### src/rtl/knn_cache_streamer_pkg.sv
// Shared types for the KNN cache streamer: FSM state encoding and the
// per-word stream tag carried alongside each cache read.
package knn_acc_pkg;

  typedef enum logic [1:0] {
    ST_IDLE  = 2'd0,
    ST_RUN   = 2'd1,
    ST_DRAIN = 2'd2
  } state_t;

  typedef struct packed {
    logic last;
    logic eop;
  } tag_t;

  localparam int TAG_W = 2;

endpackage

### src/rtl/knn_cache_streamer_if.sv
// Cache port-2 Avalon bus plus the outbound word stream of the KNN streamer.
// Stream rule: a word transfers on a clock edge where out_valid & out_ready are
// both high; while out_valid=1 and out_ready=0, out_data/out_last/out_eop hold.
interface knn_cache_streamer_if #(
  parameter int ADDR_W = 9,
  parameter int DATA_W = 32
) ();

  logic [ADDR_W-1:0] cache_address;
  logic              cache_chipselect;
  logic              cache_clken;
  logic              cache_write;
  logic [3:0]        cache_byteenable;
  logic [DATA_W-1:0] cache_readdata;

  logic [DATA_W-1:0] out_data;
  logic              out_valid;
  logic              out_ready;
  logic              out_last;
  logic              out_eop;

  modport master (
    output cache_address, cache_chipselect, cache_clken, cache_write, cache_byteenable,
    input  cache_readdata,
    output out_data, out_valid, out_last, out_eop,
    input  out_ready
  );

  modport slave (
    input  cache_address, cache_chipselect, cache_clken, cache_write, cache_byteenable,
    output cache_readdata,
    input  out_data, out_valid, out_last, out_eop,
    output out_ready
  );

endinterface

### src/rtl/knn_cache_streamer_fifo.sv
// knn_stream_fifo: small synchronous FIFO with occupancy count and a
// synchronous flush; pointers wrap naturally because DEPTH is a power of 2.
module knn_stream_fifo #(
  parameter int DEPTH = 4,
  parameter int W     = 34
) (
  input  logic                   clk,
  input  logic                   reset_n,
  input  logic                   flush,
  input  logic                   wr_en,
  input  logic [W-1:0]           wr_data,
  input  logic                   rd_en,
  output logic [W-1:0]           rd_data,
  output logic                   empty,
  output logic [$clog2(DEPTH):0] count
);

  localparam int PTR_W = $clog2(DEPTH);
  localparam logic [PTR_W:0] FULL_CNT = (PTR_W+1)'(DEPTH);

  logic [W-1:0]     r_mem [DEPTH];
  logic [PTR_W-1:0] r_wr_ptr;
  logic [PTR_W-1:0] r_rd_ptr;
  logic [PTR_W:0]   r_count;
  logic             w_push;
  logic             w_pop;

  assign w_push = wr_en & (r_count != FULL_CNT) & ~flush;
  assign w_pop  = rd_en & (r_count != '0) & ~flush;

  always_ff @(posedge clk) begin
    if (w_push) r_mem[r_wr_ptr] <= wr_data;
  end

  always_ff @(posedge clk or negedge reset_n) begin
    if (!reset_n) begin
      r_wr_ptr <= '0;
      r_rd_ptr <= '0;
      r_count  <= '0;
    end else if (flush) begin
      r_wr_ptr <= '0;
      r_rd_ptr <= '0;
      r_count  <= '0;
    end else begin
      if (w_push) r_wr_ptr <= r_wr_ptr + PTR_W'(1);
      if (w_pop)  r_rd_ptr <= r_rd_ptr + PTR_W'(1);
      case ({w_push, w_pop})
        2'b10:   r_count <= r_count + (PTR_W+1)'(1);
        2'b01:   r_count <= r_count - (PTR_W+1)'(1);
        default: r_count <= r_count;
      endcase
    end
  end

  assign rd_data = r_mem[r_rd_ptr];
  assign empty   = (r_count == '0);
  assign count   = r_count;

endmodule

### src/rtl/knn_cache_streamer.sv
// Reads vec_len*num_vec words from the training cache (port 2) and streams them
// with vector/job delimiters. Optional stall counter: KNN_STREAMER_STALL_CNT_EN.
module knn_cache_streamer
  import knn_acc_pkg::*;
#(
  parameter int ADDR_W     = 9,
  parameter int DATA_W     = 32,
  parameter int LEN_W      = 9,
  parameter int NUM_W      = 10,
  parameter int FIFO_DEPTH = 4
) (
  input  logic              clk,
  input  logic              reset_n,
  input  logic              start,
  input  logic              abort,
  input  logic [ADDR_W-1:0] base_addr,
  input  logic [LEN_W-1:0]  vec_len,
  input  logic [NUM_W-1:0]  num_vec,
  output logic              busy,
  output logic              done,
  output state_t            state_dbg,
  knn_cache_streamer_if.master bus
`ifdef KNN_STREAMER_STALL_CNT_EN
  , output logic [31:0]     stall_cnt
`endif
);

  localparam int CNT_W = $clog2(FIFO_DEPTH) + 1;

  state_t            r_state;
  state_t            w_state_nxt;
  logic [ADDR_W-1:0] r_rd_addr;
  logic [LEN_W-1:0]  r_word_cnt;
  logic [NUM_W-1:0]  r_vec_cnt;
  logic [LEN_W-1:0]  r_vec_len;
  logic [NUM_W-1:0]  r_num_vec;
  logic              r_inflight;
  tag_t              r_inflight_tag;
  logic              r_done;

  logic [CNT_W-1:0]        w_fifo_count;
  logic                    w_fifo_empty;
  logic [DATA_W+TAG_W-1:0] w_fifo_rd_data;
  logic [DATA_W-1:0]       w_out_data;
  tag_t                    w_out_tag;
  logic [CNT_W:0]          w_outstanding;
  logic                    w_start_ok;
  logic                    w_zero_job;
  logic                    w_issue;
  logic                    w_last_word;
  logic                    w_last_vec;
  tag_t                    w_tag;
  logic                    w_hs;
  logic                    w_eop_hs;

  // A start is refused in the done-pulse cycle so a job never overlaps its own tail.
  assign w_start_ok  = start & ~abort & (r_state == ST_IDLE) & ~r_done;
  assign w_zero_job  = (vec_len == '0) | (num_vec == '0);

  // Credit uses registered occupancy only, so a word read now always has a slot.
  assign w_outstanding = {1'b0, w_fifo_count} + {{CNT_W{1'b0}}, r_inflight};
  assign w_issue       = (r_state == ST_RUN) & ~abort &
                         (w_outstanding < (CNT_W+1)'(FIFO_DEPTH));

  assign w_last_word = (r_word_cnt == (r_vec_len - LEN_W'(1)));
  assign w_last_vec  = (r_vec_cnt == (r_num_vec - NUM_W'(1)));
  assign w_tag       = '{last: w_last_word, eop: w_last_word & w_last_vec};

  assign {w_out_data, w_out_tag} = w_fifo_empty ? '0 : w_fifo_rd_data;
  assign w_hs     = ~w_fifo_empty & bus.out_ready;
  assign w_eop_hs = w_hs & w_out_tag.eop;

  always_ff @(posedge clk or negedge reset_n) begin
    if (!reset_n) r_state <= ST_IDLE;
    else          r_state <= w_state_nxt;
  end

  always_comb begin
    w_state_nxt = r_state;
    if (abort) begin
      w_state_nxt = ST_IDLE;
    end else begin
      case (r_state)
        ST_IDLE:  if (w_start_ok && !w_zero_job) w_state_nxt = ST_RUN;
        ST_RUN:   if (w_issue && w_tag.eop)      w_state_nxt = ST_DRAIN;
        ST_DRAIN: if (w_eop_hs)                  w_state_nxt = ST_IDLE;
        default:                                 w_state_nxt = ST_IDLE;
      endcase
    end
  end

  always_comb begin
    busy                 = (r_state != ST_IDLE);
    done                 = r_done;
    state_dbg            = r_state;
    bus.cache_chipselect = w_issue;
    bus.cache_address    = r_rd_addr;
    bus.cache_clken      = 1'b1;
    bus.cache_write      = 1'b0;
    bus.cache_byteenable = 4'hF;
    bus.out_valid        = ~w_fifo_empty;
    bus.out_data         = w_out_data;
    bus.out_last         = w_out_tag.last;
    bus.out_eop          = w_out_tag.eop;
  end

  always_ff @(posedge clk or negedge reset_n) begin
    if (!reset_n) begin
      r_rd_addr      <= '0;
      r_word_cnt     <= '0;
      r_vec_cnt      <= '0;
      r_vec_len      <= '0;
      r_num_vec      <= '0;
      r_inflight     <= 1'b0;
      r_inflight_tag <= '0;
      r_done         <= 1'b0;
    end else begin
      r_done <= 1'b0;
      if (abort) begin
        r_inflight <= 1'b0;
      end else begin
        r_inflight     <= w_issue;
        r_inflight_tag <= w_tag;
        if (w_start_ok) begin
          r_rd_addr  <= base_addr;
          r_vec_len  <= vec_len;
          r_num_vec  <= num_vec;
          r_word_cnt <= '0;
          r_vec_cnt  <= '0;
          r_done     <= w_zero_job;
        end else if (w_issue) begin
          r_rd_addr <= r_rd_addr + ADDR_W'(1);
          if (w_last_word) begin
            r_word_cnt <= '0;
            r_vec_cnt  <= r_vec_cnt + NUM_W'(1);
          end else begin
            r_word_cnt <= r_word_cnt + LEN_W'(1);
          end
        end
        if ((r_state == ST_DRAIN) && w_eop_hs) r_done <= 1'b1;
      end
    end
  end

  // Read data is only valid the cycle after the address, so capture rides r_inflight.
  knn_stream_fifo #(
    .DEPTH (FIFO_DEPTH),
    .W     (DATA_W + TAG_W)
  ) u_fifo (
    .clk     (clk),
    .reset_n (reset_n),
    .flush   (abort),
    .wr_en   (r_inflight),
    .wr_data ({bus.cache_readdata, r_inflight_tag}),
    .rd_en   (w_hs),
    .rd_data (w_fifo_rd_data),
    .empty   (w_fifo_empty),
    .count   (w_fifo_count)
  );

`ifdef KNN_STREAMER_STALL_CNT_EN
  logic [31:0] r_stall_cnt;

  always_ff @(posedge clk or negedge reset_n) begin
    if (!reset_n) begin
      r_stall_cnt <= '0;
    end else if (w_start_ok) begin
      r_stall_cnt <= '0;
    end else if ((r_state != ST_IDLE) && !w_fifo_empty && !bus.out_ready &&
                 (r_stall_cnt != '1)) begin
      r_stall_cnt <= r_stall_cnt + 32'd1;
    end
  end

  assign stall_cnt = r_stall_cnt;
`endif

endmodule

### src/flat_wrapper.sv
// flat-port wrapper written by rule: the top's interface ports become plain ports
module knn_cache_streamer_flat import knn_acc_pkg::*;
#(
  parameter int ADDR_W     = 9,
  parameter int DATA_W     = 32,
  parameter int LEN_W      = 9,
  parameter int NUM_W      = 10,
  parameter int FIFO_DEPTH = 4
)
  (clk, reset_n, start, abort, base_addr, vec_len, num_vec, busy, done, state_dbg, bus_cache_address, bus_cache_chipselect, bus_cache_clken, bus_cache_write, bus_cache_byteenable, bus_cache_readdata, bus_out_data, bus_out_valid, bus_out_last, bus_out_eop, bus_out_ready);
  knn_cache_streamer_if #(.ADDR_W(ADDR_W), .DATA_W(DATA_W)) bus_i ();
  input  logic clk;
  input  logic reset_n;
  input  logic start;
  input  logic abort;
  input  logic [ADDR_W-1:0] base_addr;
  input  logic [LEN_W-1:0] vec_len;
  input  logic [NUM_W-1:0] num_vec;
  output logic busy;
  output logic done;
  output state_t state_dbg;
  output wire logic [$bits(bus_i.cache_address)-1:0] bus_cache_address;
  output wire logic [$bits(bus_i.cache_chipselect)-1:0] bus_cache_chipselect;
  output wire logic [$bits(bus_i.cache_clken)-1:0] bus_cache_clken;
  output wire logic [$bits(bus_i.cache_write)-1:0] bus_cache_write;
  output wire logic [$bits(bus_i.cache_byteenable)-1:0] bus_cache_byteenable;
  input wire logic [$bits(bus_i.cache_readdata)-1:0] bus_cache_readdata;
  output wire logic [$bits(bus_i.out_data)-1:0] bus_out_data;
  output wire logic [$bits(bus_i.out_valid)-1:0] bus_out_valid;
  output wire logic [$bits(bus_i.out_last)-1:0] bus_out_last;
  output wire logic [$bits(bus_i.out_eop)-1:0] bus_out_eop;
  input wire logic [$bits(bus_i.out_ready)-1:0] bus_out_ready;
  assign bus_cache_address = bus_i.cache_address;
  assign bus_cache_chipselect = bus_i.cache_chipselect;
  assign bus_cache_clken = bus_i.cache_clken;
  assign bus_cache_write = bus_i.cache_write;
  assign bus_cache_byteenable = bus_i.cache_byteenable;
  assign bus_i.cache_readdata = bus_cache_readdata;
  assign bus_out_data = bus_i.out_data;
  assign bus_out_valid = bus_i.out_valid;
  assign bus_out_last = bus_i.out_last;
  assign bus_out_eop = bus_i.out_eop;
  assign bus_i.out_ready = bus_out_ready;
  knn_cache_streamer #(.ADDR_W(ADDR_W), .DATA_W(DATA_W), .LEN_W(LEN_W), .NUM_W(NUM_W), .FIFO_DEPTH(FIFO_DEPTH)) u_core (.clk(clk), .reset_n(reset_n), .start(start), .abort(abort), .base_addr(base_addr), .vec_len(vec_len), .num_vec(num_vec), .busy(busy), .done(done), .state_dbg(state_dbg), .bus(bus_i));
endmodule
### config.mk
export PLATFORM = sky130hd
export DESIGN_NAME = knn_cache_streamer_flat
export DESIGN_NICKNAME = d
export VERILOG_FILES = /design/src/rtl/knn_cache_streamer_pkg.sv /design/src/rtl/knn_cache_streamer_if.sv /design/src/rtl/knn_cache_streamer_fifo.sv /design/src/rtl/knn_cache_streamer.sv /design/src/flat_wrapper.sv
export SDC_FILE = /design/constraint.sdc
export NUM_CORES = 1
export LEC_CHECK = 0
export ABC_AREA = 1
export CAP_MARGIN = 20
export CORE_ASPECT_RATIO = 0.6
export CORE_MARGIN = 5
export CORE_UTILIZATION = 25
export DETAILED_ROUTE_END_ITERATION = 8
export PLACE_DENSITY_LB_ADDON = 0.1
export SLEW_MARGIN = 20
export SYNTH_ARGS = -nofsm -noshare
export SYNTH_HDL_FRONTEND = slang
export SYNTH_SLANG_ARGS = --single-unit
### constraint.sdc
create_clock -name clk -period 8.55 [get_ports clk]
set_clock_uncertainty 0.15 [all_clocks]
set_input_delay 1.71 -clock clk [delete_from_list [all_inputs] [get_ports clk]]
set_output_delay 1.71 -clock clk [all_outputs]
set_load 0.01 [all_outputs]
# Yosys cells after proc, flatten, opt, wreduce, memory -nomap -nowiden
# Memories as Yosys holds them, arrays and structs flattened.
# Cells that the tools add are included.
[totals]
register_bits = 60
latchBits = 0
ramBits = 136
romBits = 0
inputBits = 65
output_inout_bits = 55
word_cells = 96
memories = 1
[op_classes]
add_sub_neg = 10
multipliers = 0
div = 0
magnitude_cmp = 1
n_eq_ne = 10
shifts = 0
n_mux = 26
n_bitwise = 16
reduce_logical = 19
[memory_table]
columns = ["name", "depth", "word_bits", "rd", "rd_ports_with_merged_regs", "write_ports", "line_no", "source"]
rows = [
  ["u_core.u_fifo.r_mem", 4, 34, 1, 0, 1, "knn_cache_streamer_fifo.sv:21", "logic [W-1:0] r_mem [DEPTH];"],
]
[ops]
columns = ["op", "n"]
rows = [
  ["$mux W9", 5],
  ["$mux W34", 1],
  ["$mux W10", 3],
  ["$add A9 B1 Y9 const B", 2],
  ["$mux W2", 8],
  ["$and A1 B1 Y1", 12],
  ["$add A10 B1 Y10 const B", 1],
  ["$eq A10 B10 Y1", 1],
  ["$logic_not A10 Y1", 1],
  ["$reduce_bool A2 Y1", 5],
  ["$sub A10 B1 Y10 const B", 1],
  ["$eq A9 B9 Y1", 1],
  ["$logic_not A9 Y1", 1],
  ["$ne A3 B3 Y1 const B", 3],
  ["$sub A9 B1 Y9 const B", 1],
  ["$mux W1", 6],
  ["$pmux W2 S3", 1],
  ["$pmux W3 S2", 1],
  ["$reduce_and A3 Y1", 2],
  ["$reduce_bool A3 Y1", 2],
  ["$add A2 B1 Y2 const B", 2],
  ["$add A3 B1 Y4", 1],
  ["$eq A2 B1 Y1 const B", 2],
  ["$eq A2 B2 Y1 const B", 2],
  ["other kinds (12)", 17],
]

# Depth between registers and ports, before layout
[depth]
word_depth = 8
ltp_mapped = 16
ltp_nobuf = 15

# Modules after synthesis
# Synthesis repeated with hierarchy kept, for this count alone.
[unflattened]
cells_unflattened = 962
hier_area_um2 = 9261.4
[by_module_without_submodules]
columns = ["mod", "n_inst", "cells_each", "area_each_um2", "seq_area_each_um2"]
rows = [
  ["knn_stream_fifo", 1, 393, 5505.3, 4259.1],
  ["knn_cache_streamer", 1, 569, 3756.1, 1326.3],
]

# Worst setup path after synthesis
# No wires, ideal clock.
[synth_timing]
path_type = "input -> output"
startpoint = "input port abort"
endpoint = "output port bus_cache_chipselect"
arrival_ns = 2.255
required_time_ns = 6.690
path_slack_ns = 4.435
stages = 3
path_buffers = 0
path_cell_list = "nor3_2 nand3_1 inv_1"
[synth_via]
elab_chain_cells = 3
[synth_lines]
columns = ["item", "line_no", "source"]
rows = [
  ["start: declaration", "flat_wrapper.sv:15", "input logic abort;"],
  ["$not A1 Y1 (no line)", "n/a", ""],
  ["$and A1 B1 Y1 (2 in series)", "knn_cache_streamer.sv:62", "assign w_issue = (r_state == ST_RUN) & ~abort &"],
  ["end: declaration", "flat_wrapper.sv:23", "output wire logic [$bits(bus_i.cache_chipselect)-1:0] bus_cache_chipselect;"],
]
# No other way between the ends.

# Worst setup path after layout
# Ends and elaborated chain as after synthesis.

==> summary.md <==
| Metric | Value |
|---|---|
| Num CTS Buffers | `17` |
| Ys flop type | `edfxtp_1` |
| Per-cell routed wire length | `around 16 µm` |
| Die Ht | `~160 µm` |
| Worst Setup EP | `bus_cache_chipselect` |
| # port buffers | `between 100 and 150` |
| I/O pin cnt | `120` |
| Status | `completed` |
| Maximum vdd drop | `between 0.1 and 0.15 mV` |
| Slew @ Worst Pin | `0.885 ns` |
| Register area share after synthesis | `0.604` |
| CTS Sinks | `slightly below 200` |
| Tot GR Track Use | `0.127` |
| Crit Path Max Fanout | `7` |
| Post-layout min period | `between 5 and 6 ns` |
| CTS Hold Buffers Added | `0` |
| Grt ovf | `0` |
| Worst EP required | `6.69 ns` |
| DRT Pass-1 Iters | `4` |
| CTS H-tree depth | `4` |
| Post-Syn Instances | `between 900 and 1000` |
| HPWL Detailed | `between 15000 and 20000 µm` |
| Antenna Nets Post-Route | `0` |
| PostCTS Resize Cnt | `0` |
| Rel. slew slack | `0.409` |
| CTS tree | `done` |
| Core Rows | `54` |
| Share of post-route cells with drive strength above 1 | `0.0748` |
| Mapped Area | `between 9000 and 10000 µm²` |
| Critical path endpoint category | `output pin` |
| Vias in the first global route | `~7000` |
| Diode count | `0` |
| Final Hold Viols | `0` |
| RR Startpoint | `u_core.u_fifo.count[0]` |
| Clk Latency, worst-skew pair | `between 0.4 and 0.5 ns` |
| RSZ-0062 raised after global routing | `false` |
| Clock Pin Slew Worst Setup and Hold Paths | `about 0.08 ns` |
| EDFF count, synth | `about 140` |
| Worst hold path class | `flip-flop to flip-flop` |
| Placed cells | `about 1500` |
| Crit path launch type | `primary input` |
| Yosys warns | `0` |
| Multi-input gate area | `roughly 3200 µm²` |
| Maximum clock insertion buffer count | `2` |
| Initial DRC count | `about 440` |
| Root buf cell | `clkbuf_16` |
| Async SR Flop Fraction | `0.306` |
| Initial antenna violation count | `0` |
| Critical Path AT | `3.59 ns` |
| Area Overhead vs Synth | `24.2%` |
| Die W | `about 260 µm` |
| Finished Layout Cells | `between 1500 and 2000` |
| Post-Route Utilization | `0.315` |
| # fillers | `roughly 3800` |
| Synthesized area per cell | `~9.4 µm²` |
| FMAX | `approximately 180 MHz` |
| Post-layout power | `3.00 mW` |
| Max-slew violation count | `0` |
| Hold WS | `0.360 ns` |
| Critical path class | `primary input to output pin` |
| Post-synth cell types | `41` |
| Setup TNS | `0 ns` |
| Flops & latches, synth | `between 150 and 200` |
| Reg2reg end | `u_core.u_fifo.count[2]` |
| Worst reg2reg setup slack | `roughly 5.8 ns` |
| Via count | `about 6800` |
| Wire length of the first global-routing pass | `roughly 40000 µm` |
| WL final | `between 20000 and 30000 µm` |
| Max-cap violations | `0` |
| Reg2reg path depth | `9` |
| Final Setup Violations | `0` |
| Critical path origin | `abort` |
| Routability cong. | `about 0.76` |
| Fin crit share | `0.638` |
| Lkg Pwr | `around 4.4 nW` |
| Die Area | `between 40000 and 50000 µm²` |
| Largest net degree at the start of global routing | `~70` |
| Initial Utilization | `0.254` |
| Pwr Density | `between 200 and 300 nW/µm²` |
| Post-CTS setup buffer count | `0` |
| CORE AREA | `36400 µm²` |
| Via density per instance | `around 4.3` |
| Layout net count | `~1200` |
| FF/Latch Area | `roughly 5600 µm²` |
| # DRC | `0` |
==> final cells by class <==
cell class,instances,share of cell area
flip-flops and latches,196,0.486
multi-input cells,662,0.278
repair buffers,124,0.105
well taps,476,0.0519
clock buffers,18,0.0374
inverters,82,0.0268
clock inverters,14,0.0138
==> flip-flops by register name (all words and copies together), names as in the netlist <==
name	count
u_core.u_fifo.r_mem	136
u_core.r_num_vec	10
u_core.r_vec_cnt	10
u_core.bus.cache_address	9
u_core.r_vec_len	9
u_core.r_word_cnt	9
u_core.u_fifo.count	3
u_core.r_inflight_tag	2
u_core.state_dbg	2
u_core.u_fifo.r_rd_ptr	2
u_core.u_fifo.r_wr_ptr	2
u_core.done	1
u_core.r_inflight	1
==> critical path: stages <==
cell and delay [ns]:
clkdlybuf4s50_1 0.56, nor3_2 0.29, nand3_1 0.22, inv_1 0.23
clkdlybuf4s50_1 0.58
==> how the worst min path moves through the flow <==
stage	slack, ns	cells past startpoint	to	start
4_1_cts	0.37	2	u_core.r_num_vec[9]	u_core.r_num_vec[9]
5_1_grt	0.39	2	u_core.r_vec_cnt[8]	u_core.r_vec_cnt[8]
3_3_place_gp	0.35	2	u_core.r_vec_len[8]	u_core.r_vec_len[8]
6_report	0.36	2	u_core.r_num_vec[9]	u_core.r_num_vec[9]
2_1_floorplan	0.32	2	u_core.r_num_vec[9]	u_core.r_num_vec[9]
3_5_place_dp	0.34	2	u_core.r_num_vec[9]	u_core.r_num_vec[9]
==> Yosys cell counts (2+ instances only) <==
cell / count / area share
nand3_1: 42 / 0.023
a21oi_1: 43 / 0.023
nor3_2: 2 / 0.0022
buf_4: 6 / 0.0049
nor2_1: 196 / 0.080
dfrtp_1: 60 / 0.16
buf_6: 2 / 0.0024
xnor2_1: 4 / 0.0038
nor3_1: 10 / 0.0054
nor4_1: 4 / 0.0027
ha_1: 9 / 0.012
xor2_1: 18 / 0.017
inv_1: 78 / 0.032
o22ai_1: 3 / 0.0020
nor2_2: 4 / 0.0027
nand3b_1: 4 / 0.0032
o21ai_0: 102 / 0.055
o211ai_1: 3 / 0.0024
nand2_1: 167 / 0.068
nand2_4: 2 / 0.0024
o21ai_2: 10 / 0.0095
o21ai_1: 2 / 0.0011
conb_1: 2 / 0.00081
buf_2: 5 / 0.0027
clkbuf_1: 27 / 0.011
or2_2: 6 / 0.0041
clkinv_1: 2 / 0.00081
a31oi_1: 2 / 0.0014
edfxtp_1: 136 / 0.44
inv_2: 2 / 0.00081
nand2_2: 6 / 0.0041
nand4_1: 9 / 0.0061
buf_1: 3 / 0.0012
==> kinds of logic after synthesis <==
kind of cell | synth area share
xor+xnor | 0.0208
other cells | 0.000812
flops | 0.604
mux | 0.00108
fa+ha+maj | 0.0143
buf+inv | 0.0555
simple gates | 0.206
compound gates | 0.0974
==> power by group <==
part	switching (mW)	leakage, nW	total, mW	internal, mW
Clock	0.417	0.285	0.812	0.395
Combinational	0.579	2.16	1.00	0.425
Sequential	0.0878	1.99	1.18	1.09
==> per-stage QoR <==
step                worst slack, ns  area, µm²
CTS                            3.07      11500
global placement               3.15      10900
floorplan                      4.43       9260
finish                         3.10      11500
detailed placement             3.07      10900
global route                   2.96      11500
==> routing by layer <==
metal / track usage / vias up / part of all wire
met5: 0 / - / 0
met4: 0.0287 / 0 / 0.0096
met2: 0.193 / 70 / 0.44
met1: 0.183 / 3295 / 0.52
met3: 0.0314 / 15 / 0.034
li1: - / 3458 / -
==> cells in the final DEF, fill, tap and decap left out, types with 6 or more instances in the layout <==
| master | instances |
|---|---|
| a21oi_1 | 43 |
| buf_4 | 11 |
| clkbuf_16 | 17 |
| clkdlybuf4s50_1 | 112 |
| conb_1 | 6 |
| dfrtp_1 | 59 |
| edfxtp_1 | 136 |
| ha_1 | 9 |
| inv_1 | 78 |
| inv_8 | 6 |
| nand2_1 | 167 |
| nand2_2 | 6 |
| nand3_1 | 42 |
| nand4_1 | 9 |
| nor2_1 | 192 |
| nor3_1 | 10 |
| o21ai_0 | 102 |
| o21ai_2 | 10 |
| or2_2 | 6 |
| xor2_1 | 18 |
No activity file was read; power rests on OpenSTA's default activity.
